## config.mk

```make
export PLATFORM = sky130hd
export DESIGN_NAME = lector_rom16x4
export DESIGN_NICKNAME = d
export VERILOG_FILES = /design/src/rtl/lector_rom16x4.sv
export SDC_FILE = /design/constraint.sdc
export NUM_CORES = 1
export LEC_CHECK = 0
export CAP_MARGIN = 30
export CORE_AREA = 2 2 57 59
export CTS_CLUSTER_SIZE = 25
export DETAILED_ROUTE_END_ITERATION = 12
export DIE_AREA = 0 0 59 61
export PLACE_DENSITY = 0.68
export SYNTH_ARGS = -nofsm -noshare
export SYNTH_HDL_FRONTEND = slang
export SYNTH_SLANG_ARGS = --single-unit
```

## constraint.sdc

```tcl
create_clock -name clk -period 5.15 [get_ports clk]
set_clock_uncertainty 0.15 [all_clocks]
set_input_delay 1.2875 -clock clk [delete_from_list [all_inputs] [get_ports clk]]
set_output_delay 1.2875 -clock clk [all_outputs]
set_load 0.03 [all_outputs]
```

## src/rtl/lector_rom16x4.sv

```systemverilog
// lector_rom16x4: sequential fetch unit in front of a 16x4 ROM built from four
// 4x4 chips. It presents an address, waits ESPERA cycles for the selected
// chip's output to settle, captures the nibble, and offers it downstream over
// a valid/ready handshake. Bursts of 1..16 reads, address wraps modulo 16.
//
// Ports:
//   clk          clock, rising edge
//   reset        synchronous active-high reset
//   inicio       burst start request (sampled only when idle)
//   dir_inicial  first ROM address of the burst
//   cantidad     burst length minus one
//   address      registered ROM address
//   datos        nibble returned by the ROM
//   dato         captured nibble, stable while valido=1
//   valido       dato holds an unaccepted nibble
//   listo        downstream ready
//   ocupado      burst in progress (decoded from state)
//   fin          one-cycle pulse after the last nibble is accepted
module lector_rom16x4 #(
  parameter int unsigned ESPERA = 1
) (
  input  logic       clk,
  input  logic       reset,
  input  logic       inicio,
  input  logic [3:0] dir_inicial,
  input  logic [3:0] cantidad,
  output logic [3:0] address,
  input  logic [3:0] datos,
  output logic [3:0] dato,
  output logic       valido,
  input  logic       listo,
  output logic       ocupado,
  output logic       fin
);

  localparam int unsigned AW = 4;
  localparam int unsigned DW = 4;
  localparam int unsigned EW = 3;

  localparam logic [1:0] INACTIVO   = 2'd0;
  localparam logic [1:0] DIRECCIONA = 2'd1;
  localparam logic [1:0] ENTREGA    = 2'd2;

  // Counter value loaded on every address change; capture happens when it hits 0.
  localparam logic [EW-1:0] ESPERA_RELOAD = EW'(ESPERA - 1);

  logic [1:0]    state_q,     state_d;
  logic [AW-1:0] address_q,   address_d;
  logic [AW-1:0] restantes_q, restantes_d;
  logic [EW-1:0] espera_q,    espera_d;
  logic [DW-1:0] dato_q,      dato_d;
  logic          valido_q,    valido_d;
  logic          fin_q,       fin_d;

  // Next-state and datapath update.
  always_comb begin
    state_d     = state_q;
    address_d   = address_q;
    restantes_d = restantes_q;
    espera_d    = espera_q;
    dato_d      = dato_q;
    valido_d    = valido_q;
    fin_d       = 1'b0;

    case (state_q)
      INACTIVO: begin
        if (inicio) begin
          address_d   = dir_inicial;
          restantes_d = cantidad;
          espera_d    = ESPERA_RELOAD;
          state_d     = DIRECCIONA;
        end
      end

      DIRECCIONA: begin
        if (espera_q != '0) begin
          espera_d = espera_q - EW'(1);
        end else begin
          dato_d   = datos;
          valido_d = 1'b1;
          state_d  = ENTREGA;
        end
      end

      ENTREGA: begin
        if (listo) begin
          valido_d = 1'b0;
          if (restantes_q == '0) begin
            fin_d   = 1'b1;
            state_d = INACTIVO;
          end else begin
            // 4-bit add wraps 15 -> 0 naturally.
            address_d   = address_q + AW'(1);
            restantes_d = restantes_q - AW'(1);
            espera_d    = ESPERA_RELOAD;
            state_d     = DIRECCIONA;
          end
        end
      end

      default: begin
        state_d  = INACTIVO;
        valido_d = 1'b0;
      end
    endcase
  end

  // State register with synchronous reset.
  always_ff @(posedge clk) begin
    if (reset) begin
      state_q     <= INACTIVO;
      address_q   <= '0;
      restantes_q <= '0;
      espera_q    <= '0;
      dato_q      <= '0;
      valido_q    <= 1'b0;
      fin_q       <= 1'b0;
    end else begin
      state_q     <= state_d;
      address_q   <= address_d;
      restantes_q <= restantes_d;
      espera_q    <= espera_d;
      dato_q      <= dato_d;
      valido_q    <= valido_d;
      fin_q       <= fin_d;
    end
  end

  assign address = address_q;
  assign dato    = dato_q;
  assign valido  = valido_q;
  assign fin     = fin_q;
  assign ocupado = (state_q != INACTIVO);

endmodule

```

# After elaboration in Yosys (flattened, before gate mapping)
# Cells that the tools add are included.
# totals
regBits	19
# op_classes
n_addsub	3
n_eq_ne	7
muxes	22
bitwise	4
n_reduce_logical	12
# ops
op	n
4-bit two-way mux	6
4-bit case mux with 2 select lines	2
3-bit two-way mux	4
2-bit inequality test, second input constant	5
3-bit case mux with 3 select lines	1
2-bit two-way mux	3
2-bit case mux with 3 select lines	1
3-bit AND reduction	2
3-bit nonzero test	2
5-bit AND reduction	1
4-bit by 1-bit adder with 4-bit output, second input constant	1
4-bit logical NOT	1
1-bit two-way mux	4
1-bit NOT	4
4-bit AND reduction	1
2-bit nonzero test	2
4-bit by 1-bit subtractor with 4-bit output, second input constant	1
1-bit case mux with 3 select lines	1
3-bit OR reduction	1
3-bit by 1-bit subtractor with 3-bit output, second input constant	1
2-bit by 1-bit equality test with 1-bit output, second input constant	1
2-bit equality test, second input constant	1
2-bit logical NOT	1
2-bit AND reduction	1

# Depth between registers and ports, before layout
# Gate-level depths: netlist of run 1.
# logic_depth
word_depth	4
mapped_depth	7
depth_no_buf	6

# Worst setup path after synthesis of run 1
# OpenSTA, ideal clock, no wires.
# synth_timing
path_type	input to register
from	in inicio
to	reg address_q[0], in the netlist address[0]
setup_ns	0.071
arrival_ns	2.228
slack_ns	2.702
path_stages	4
path_buffers	0
cell_sequence	or3b_4 o31a_4 or3_1 a21oi_1
# synth_via
elab_chain_len	2
# synth_lines
item	line	text
start, declared	24	input logic inicio,
2-bit inequality test (no line)	--	
4-bit AND reduction (no line)	--	
end signal, assigned	120	address_q <= address_d;
end, declared	48	logic [AW-1:0] address_q, address_d;
# Every way passes these cells.
# A chain may end at the register's enable or synchronous reset.

# Worst setup path after layout of run 1
# layout_timing
from	reg state_q[1]
to	out ocupado
# layout_via
elab_chain_len	1
# layout_lines
item	line	text
start, declared	47	logic [1:0] state_q, state_d;
start signal, assigned	119	state_q <= state_d;
2-bit nonzero test	133	assign ocupado = (state_q != INACTIVO);
end, declared	32	output logic ocupado,
# Every way passes these cells.

==> results of run 1 <==
==> through the flow <==
| stage | area [sq um] | hold WS [ns] | worst slack, ns | util (%) | std cells |
|---|---|---|---|---|---|
| global route | 1300 | 0.344 | 1.69 | 44.1 | 175 |
| detailed placement | 1270 | 0.306 | 1.92 | 43.2 | 171 |
| global placement | 1270 | 0.299 | 1.98 | 43.2 | 171 |
| CTS | 1300 | 0.331 | 1.82 | 44.1 | 175 |
| floorplan | 1000 | 0.282 | 2.70 | - | 118 |
| finish | 1300 | 0.324 | 1.81 | 44.1 | 175 |
==> cells by family after synthesis <==
logic type,Yosys count
AOI/OAI and AO/OA,33
muxes,6
adders and majority gates,4
DFF,19
xor gates and xnor gates,1
and+or+nand+nor,41
buffers and inverters,14
==> routing by layer <==
metal | track usage, % | up-vias | routed length, um
met5 | 0 | - | 0
met4 | 4.87 | 0 | 17
met3 | 2.13 | 2 | 78
met2 | 24.9 | 17 | 1130
met1 | 18.0 | 432 | 1020
li1 | - | 465 | -
==> sequential cells by signal (all words and copies together) (netlist names) <==
register	count
restantes_q	4
espera_q	3
state_q	2
dato	4
valido	1
address	4
fin	1
==> power groups by stage <==
stage	Clock (mW)	Sequential (mW)	Combinational [mW]
2_1_floorplan	0	0.177	0.0502
3_3_place_gp	0	0.170	0.0880
3_5_place_dp	0	0.171	0.0901
4_1_cts	0.0769	0.168	0.0909
5_1_grt	0.0870	0.170	0.0990
6_report	0.0751	0.168	0.0901
==> cell usage in the layout (no fill, tap or decap), types with 2 or more instances in the layout <==
cell type         n
nand2_1           3
nor2_1           13
and2_1            2
a211oi_1          3
mux2i_1           6
a21oi_1          10
clkbuf_4          3
nor3_1            4
o21ai_0          11
nor2b_1           4
inv_1             7
clkdlybuf4s50_1  26
dfxtp_1          19
nor3b_1           3
nand2b_1          4
ha_1              4
a22o_1            2
==> critical path: cells and delay by family (launching register included) <==
kind	cells	cell delay [ns]
flops	1	0.74
buf+inv	1	0.66
simple gates	1	0.21
==> how the worst min path moves through the flow <==
stage / start / end / slack, ns
floorplan: espera_q[1] / espera_q[1] / 0.28
detailed placement: espera_q[1] / espera_q[1] / 0.31
global route: espera_q[1] / espera_q[1] / 0.34
CTS: espera_q[1] / espera_q[1] / 0.33
global placement: espera_q[1] / espera_q[1] / 0.30
finish: espera_q[1] / espera_q[1] / 0.32
==> cell usage after synthesis, types with 4 or more instances <==
cell type and n:
nand2b_1 4, mux2i_1 6, a21oi_1 10, dfxtp_1 19, nor2_1 13, inv_1 7
nor2b_1 4, ha_1 4, o21ai_0 11, nor3_1 4
==> layout make-up <==
cell class	instances	area (sq um)	share of cell area, %
clock inverter	1	5.00	0.384
clock buffer	3	22.5	1.73
tap	33	41.3	3.17
timing repair buffer	27	268	20.6
multi-input combinational	85	559	42.9
sequential	19	380	29.2
inverter	7	26.3	2.02
==> results.md, run 1 <==
- Status: complete, no violations
- Max clock buf depth: 2
- Psw: 0.103 mW
- R2R Path Start: state_q[1]
- Worst skew pair latency: 0.29 ns
- Setup TNS: 0 ns
- DR DRC count: 0
- Largest net degree at the start of global routing: 22
- Comb power frac: 27.0%
- RSZ-0062 raised after global routing: false
- Cell Int Power: 0.230 mW
- Final max-slew violation count: 0
- End of the critical path: ocupado
- Cell row count: 20
- Sequential share of power: 50.4%
- Post-synthesis simple-gate area fraction: 22.7%
- Hold-fix buffers, CTS: 0
- Req. time, crit path: 3.71 ns
- IO buf count: 26
- Reg clk slew, reported paths: 0.11 ns
- Horiz. Die Dim: 59 um
- Initial antenna violation count: 0
- Clock share of power: 22.5%
- Crit path max fanout: 19
- Number of flops mapped to enable cells by yosys: 0
- ANT nets after route: 0
- Post-synthesis compound-gate area fraction: 21.2%
- Post-synthesis instance total: 118
- Share of cells above drive strength 1: 7.04%
- Hold Path Stages: 1
- Yosys cell types: 34
- Reg2reg setup slack: 2.96 ns
- Crit path from: state_q[1]
- Multiplexer share of the synthesized area: 5.99%
- Synth Warn #: 0
- Total GRT Usage: 14.3%
- Setup Crit Path Kind: flip-flop to output pin
- Largest area contributor in the netlist: dfxtp_1
- DR vias/cell: 5.23
- Seq cells post-synth: 19
- Starting Density: 34.0%
- Slew margin rel.: 49.0%
- LEAKAGE: 0.484 nW
- Worst r2r dst: address[2]
- # nets final: 163
- Die Area: 3600 sq um
- Pre-antenna DRT Iters: 4
- CTS Root Cell: clkbuf_4
- H-tree levels: 1
- TritonCTS Buffers: 3
- Initial DRC Count: 16
- Antenna diodes: 0
- Post-CTS Resized: 0
- Mean post-synth cell area: 8.50 sq um
- WL per Instance: 12.8 um
- Routed vias: 916
- Asr flop ratio synth: 0%
- Shortest period the worst path allows: 3.34 ns
- Synth Flop Type: dfxtp_1
- Seq/Total Area, Yosys: 37.9%
- First-pass GRT wire length: 3960 um
- Critical path, cell by cell: or2_2, clkdlybuf4s50_1
- R2R depth: 4
- Maximum clock rate: 299 MHz
- Synth Cell Area: 1000 sq um
- Largest stage delay, worst path: 0.74 ns
- IO Count: 27
- Worst vdd ir: 0.000146 V
- Die extent in y: 61 um
- Gpl congestion: 0.722
- Final setup viols: 0
- CP Data Arrival Time: 1.91 ns
- Max-cap viol count: 0
- Post-DP HPWL: 1680 um
- Xor/xnor share of the synthesized area: 0.873%
- Synth top area share: 37.9%
- Total power divided by cell area: 256 nW/um^2
- Total Power: 0.333 mW
- Slowest cell on the critical path: dfxtp_1
- Period utilization: 64.9%
- Min-Delay Path Class: flip-flop to flip-flop
- Worst-Margin Slew: 0.763 ns
- Area Overhead vs Synth: 29.8%
- Syn_nets: 138
- Final hold vios: 0
- Synth Area in Adders: 4.99%
- Setup bufs post-CTS: 0
- Fillers: 300
- CTS tree: built
- Net Sw Frac: 31.0%
- CP Capture Type: output pin
- CTS Sinks: 19
- Setup crit start kind: flip-flop
- Core box area: 2950 sq um
- Final WL: 2250 um
- Main combinational cell family by area after synthesis: simple AND/OR/NAND/NOR gates
- Number of global-route vias before repair: 905
- Ranking of synthesized cells by area: dfxtp_1 38%, mux2i_1 6.0%, o21ai_0 5.5%
- Total grt overflow: 0
Power figures use the tool's default switching activity.
==> inputs of run 2 (changes only) <==
Settings changed: PLACE_DENSITY 0.68 to 0.71.
Clock period 5.15 ns to 2.75 ns, I/O delays scaled along.
==> results.md, run 2 (synthesis results as in run 1) <==
- RSZ-0062 raised after global routing: false
- Final setup viols: 0
- Hold-fix buffers, CTS: 0
- Final max-slew violation count: 0
- DR DRC count: 0
- Total power divided by cell area: 476 nW/um^2
- Crit path max fanout: 12
- Share of cells above drive strength 1: 7.64%
- Horiz. Die Dim: 59 um
- Core box area: 2950 sq um
- Psw: 0.191 mW
- Reg clk slew, reported paths: 0.11 ns
- Gpl congestion: 0.821
- WL per Instance: 13.2 um
- Pre-antenna DRT Iters: 5
- Worst r2r dst: restantes_q[3]
- Clock share of power: 22.4%
- Post-CTS Resized: 0
- Worst skew pair latency: 0.30 ns
- Hold Startpoint: espera_q[1]
- Setup crit start kind: flip-flop
- Period utilization: 93.2%
- DR vias/cell: 5.21
- ANT nets after route: 0
- LEAKAGE: 0.492 nW
- WHS Endpoint: espera_q[1]
- Max-cap viol count: 0
- R2R depth: 6
- # nets final: 165
- Net Sw Frac: 30.6%
- Post-DP HPWL: 1750 um
- Slew margin rel.: 49.2%
- Antenna diodes: 0
- IO Count: 27
- H-tree levels: 1
- Final WL: 2340 um
- CP Data Arrival Time: 1.73 ns
- Die extent in y: 61 um
- Number of global-route vias before repair: 902
- TritonCTS Buffers: 3
- Leading cell type in the layout, fill and taps excluded: clkdlybuf4s50_1
- Reg2reg setup slack: 0.58 ns
- Final hold slack: 0.321 ns
- CTS tree: built
- Setup TNS: 0 ns
- CTS Root Cell: clkbuf_4
- CTS Sinks: 19
- CP Capture Type: output pin
- Max clock buf depth: 2
- Worst-Margin Slew: 0.756 ns
- Fillers: 303
- Setup Crit Path Kind: flip-flop to output pin
- Total grt overflow: 0
- Total GRT Usage: 14.4%
- Cell Int Power: 0.435 mW
- Status: complete, no violations
- Comb power frac: 28.1%
- Sequential share of power: 49.6%
- Setup bufs post-CTS: 0
- Initial DRC Count: 20
- Maximum clock rate: 390 MHz
- Largest net degree at the start of global routing: 19
- Req. time, crit path: 1.91 ns
- Commonest cells after routing, fill and taps aside: 26 x clkdlybuf4s50_1, 19 x dfxtp_1, 13 x nor2_1
- Shortest period the worst path allows: 2.56 ns
- Hold Path Stages: 1
- Initial antenna violation count: 0
- IO buf count: 26
- Worst vdd ir: 0.000216 V
- Starting Density: 34.0%
- Routed vias: 922
- First-pass GRT wire length: 3850 um
- Die Area: 3600 sq um
- R2R Path Start: restantes_q[0]
- Cell row count: 20
- Final hold vios: 0
- Min-Delay Path Class: flip-flop to flip-flop
- Area Overhead vs Synth: 31.2%
## run 2: changes by cell type in the layout (fill, tap and decap cells not counted), sizes merged
cell / previous run / this run
clkbuf: 3 / 4
buf: 1 / 3
clkinv: 1 / 0
## run 2: per-stage QoR
stage | area, sq um | total power [mW] | utilization [%] | setup slack (ns) | cells
CTS | 1320 | 0.634 | 44.6 | 0.180 | 177
detailed placement | 1290 | 0.492 | 43.7 | 0.123 | 173
global placement | 1290 | 0.486 | 43.7 | 0.269 | 173
floorplan | 1000 | 0.425 | - | 0.902 | 118
global route | 1320 | 0.668 | 44.6 | 0.0797 | 177
finish | 1320 | 0.626 | 44.6 | 0.187 | 177
## run 2: routing by layer
layer	routed length, um	vias up	global-route usage (%)
li1	-	471	-
met1	1100	421	17.1
met2	1080	26	23.5
met3	133	4	5.33
met4	31	0	6.49
met5	0	-	0
## run 2: critical path: stages (launching register included)
cell             delay (ns)
dfxtp_1                0.57
or2_2                  0.18
clkdlybuf4s50_1        0.68
## run 2: worst max-delay path by stage
stage	cells after the start	start	endpoint
floorplan	4	inicio	address[0]
global placement	5	listo	restantes_q[0]
detailed placement	5	listo	restantes_q[3]
CTS	2	state_q[0]	ocupado
global route	2	state_q[0]	ocupado
finish	2	state_q[0]	ocupado
## run 2: power by group through the flow
stage          combinational, mW  sequential [mW]  clock, mW
6_report                   0.176            0.310      0.140
5_1_grt                    0.191            0.313      0.164
4_1_cts                    0.176            0.310      0.148
3_5_place_dp               0.175            0.317          0
3_3_place_gp               0.171            0.315          0
2_1_floorplan             0.0941            0.331          0
## run 2: final cells by class
type	count	area [sq um]	area share (%)
multi-input cells	85	559	42.5
flip-flops and latches	19	380	28.9
repair buffers	29	283	21.5
well taps	33	41.3	3.14
clock buffers	4	26.3	2.00
inverters	7	26.3	2.00
==> RTL edit: new RTL, settings of run 2 <==
Register the inputs `inicio`, `dir_inicial`, `cantidad`, `datos` and `listo` before use, without a reset. The logic sees them one clock later.
--- a/src/rtl/lector_rom16x4.sv
+++ b/src/rtl/lector_rom16x4.sv
@@ -45,4 +45,18 @@
   localparam logic [EW-1:0] ESPERA_RELOAD = EW'(ESPERA - 1);
 
+  logic inicio_q;
+  logic [3:0] dir_inicial_q;
+  logic [3:0] cantidad_q;
+  logic [3:0] datos_q;
+  logic listo_q;
+
+  always_ff @(posedge clk) begin
+    inicio_q      <= inicio;
+    dir_inicial_q <= dir_inicial;
+    cantidad_q    <= cantidad;
+    datos_q       <= datos;
+    listo_q       <= listo;
+  end
+
   logic [1:0]    state_q,     state_d;
   logic [AW-1:0] address_q,   address_d;
@@ -65,7 +79,7 @@
     case (state_q)
       INACTIVO: begin
-        if (inicio) begin
-          address_d   = dir_inicial;
-          restantes_d = cantidad;
+        if (inicio_q) begin
+          address_d   = dir_inicial_q;
+          restantes_d = cantidad_q;
           espera_d    = ESPERA_RELOAD;
           state_d     = DIRECCIONA;
@@ -77,5 +91,5 @@
           espera_d = espera_q - EW'(1);
         end else begin
-          dato_d   = datos;
+          dato_d   = datos_q;
           valido_d = 1'b1;
           state_d  = ENTREGA;
@@ -84,5 +98,5 @@
 
       ENTREGA: begin
-        if (listo) begin
+        if (listo_q) begin
           valido_d = 1'b0;
           if (restantes_q == '0) begin
Check against the original RTL: not equivalent (Yosys sat finds a counterexample within 4 cycles, from zero or initial values and one cycle with reset high).
==> RTL edit against run 2 <==
Sequential cell count grew 14; via count grew 2.3%; setup slack gained 34 ps; power grew 84%; wire length shrank 0.26%; synthesized area grew 26%; final area grew 24%; largest power group unchanged.
==> RTL edit: results (changes against run 2) <==
| Metric | Value |
|---|---|
| Pin count of the biggest net entering global routing | `16 (was 19)` |
| Crit path launch | `state_q[1] (was state_q[0])` |
| Status | `completed (unchanged)` |
| Net Count, Synth | `140 (was 138)` |
| RePlAce Congestion | `0.838 (was 0.821)` |
| Iteration-0 DRC Markers | `19 (was 20)` |
| Num CTS Buffers | `5 (was 3)` |
| Drt wl/cell | `12.8 µm (was 13.2 µm)` |
| Root Buffer | `clkbuf_4 (unchanged)` |
| R2r startpoint | `restantes_q[0] (unchanged)` |
| Slew headroom | `59.8% (was 49.2%)` |
| Critical Path AT | `1690 ps (was 1730 ps)` |
| Drt first pass iters | `4 (was 5)` |
| Vias per cell | `5.15 (was 5.21)` |
| Layout net count | `169 (was 165)` |
| Vias in the first global route | `944 (was 902)` |
| Mapped cell area | `1260 µm² (was 1000 µm²)` |
| Hold Path Depth | `2 (was 1)` |
| Longest Clk Path Bufs | `2 (unchanged)` |
| Filler cells | `279 (was 303)` |
| Layout cell share with drive strength beyond 1 | `14.7% (was 7.64%)` |
| Ranking of synthesized cells by area | `dfxtp_1 52%, mux2i_1 4.8%, a211oi_2 4.0% (was dfxtp_1 38%, mux2i_1 6.0%, o21ai_0 5.5%)` |
| Top_reg_cell synth | `dfxtp_1 (unchanged)` |
| H-tree levels | `2 (was 1)` |
| Synth cell count leaders | `33 x dfxtp_1, 12 x nor2_1, 10 x a21oi_1 (was 19 x dfxtp_1, 13 x nor2_1, 11 x o21ai_0)` |
| Clock Latency Late Sink | `330 ps (was 300 ps)` |
| Initial antenna violation count | `0 (unchanged)` |
| Global-route wire length before repair | `3960 µm (was 3850 µm)` |
| Leakage | `0.000613 µW (was 0.000492 µW)` |
| Post-synthesis sequential area ratio | `52.4% (was 37.9%)` |
| Hold path start | `espera_q[0] (was espera_q[1])` |
| Total GRT Usage | `14.9% (was 14.4%)` |
| DP HPWL | `1690 µm (was 1750 µm)` |
| Post-synthesis cell type count | `31 (was 34)` |
| Worst VDD drop | `0.366 mV (was 0.216 mV)` |
-- RTL edit: cell count changes in the layout (fill, tap and decap cells not counted), moves of 3 or more --
cell and delta:
a211oi_1 -3, a211oi_2 +4, dfxtp_1 +13, nand3_1 +3, nor2b_1 -3, nor3b_1 -3, o21ai_0 -7
-- RTL edit: path summary, 6_finish.rpt --
check	slack [ps]	end
hold reg to reg	320	espera_q[0]
setup / recovery	220	ocupado
hold / removal	320	espera_q[0]
setup reg to reg	790	address[2]
-- RTL edit: cells by family after synthesis --
| kind of cell | after synthesis | synth area share, % |
|---|---|---|
| fa+ha+maj | 4 | 3.97 |
| simple gates | 38 | 16.5 |
| mux | 7 | 5.66 |
| flops | 33 | 52.4 |
| compound gates | 26 | 16.1 |
| buf+inv | 12 | 5.36 |
-- RTL edit: critical path: stages, from the launching register on --
cell,delay [ps]
dfxtp_2,400
nor2_1,290
inv_1,80
clkdlybuf4s50_1,600
-- RTL edit: cell type report --
class,count,area [µm²],share of cell area (%)
Tap cell,33,41.3,2.53
Clock buffer,5,37.5,2.30
Timing Repair Buffer,27,268,16.4
Clock inverter,3,65.1,3.99
Multi-Input combinational cell,75,532,32.6
Sequential cell,33,662,40.6
Inverter,7,26.3,1.61
-- RTL edit: power by group --
group          switching (µW)  internal, µW
sequential               23.9           509
combinational            91.6          87.6
clock                     160           281
total                     276           878
-- RTL edit: routing by layer --
layer  wire (µm)  track usage (%)
met1        1030             16.7
met2        1120             24.9
met3         177             7.04
met4          10             5.19
met5           0                0
-- RTL edit: per-stage QoR --
stage	setup WS (ps)	total power, µW	area [µm²]	std cells
after CTS	42.4	1170	1630	183
after detailed placement	425	725	1530	175
after floorplan	943	661	1260	120
final	221	1150	1630	183
after global placement	466	717	1530	175
after global routing	130	1200	1630	183
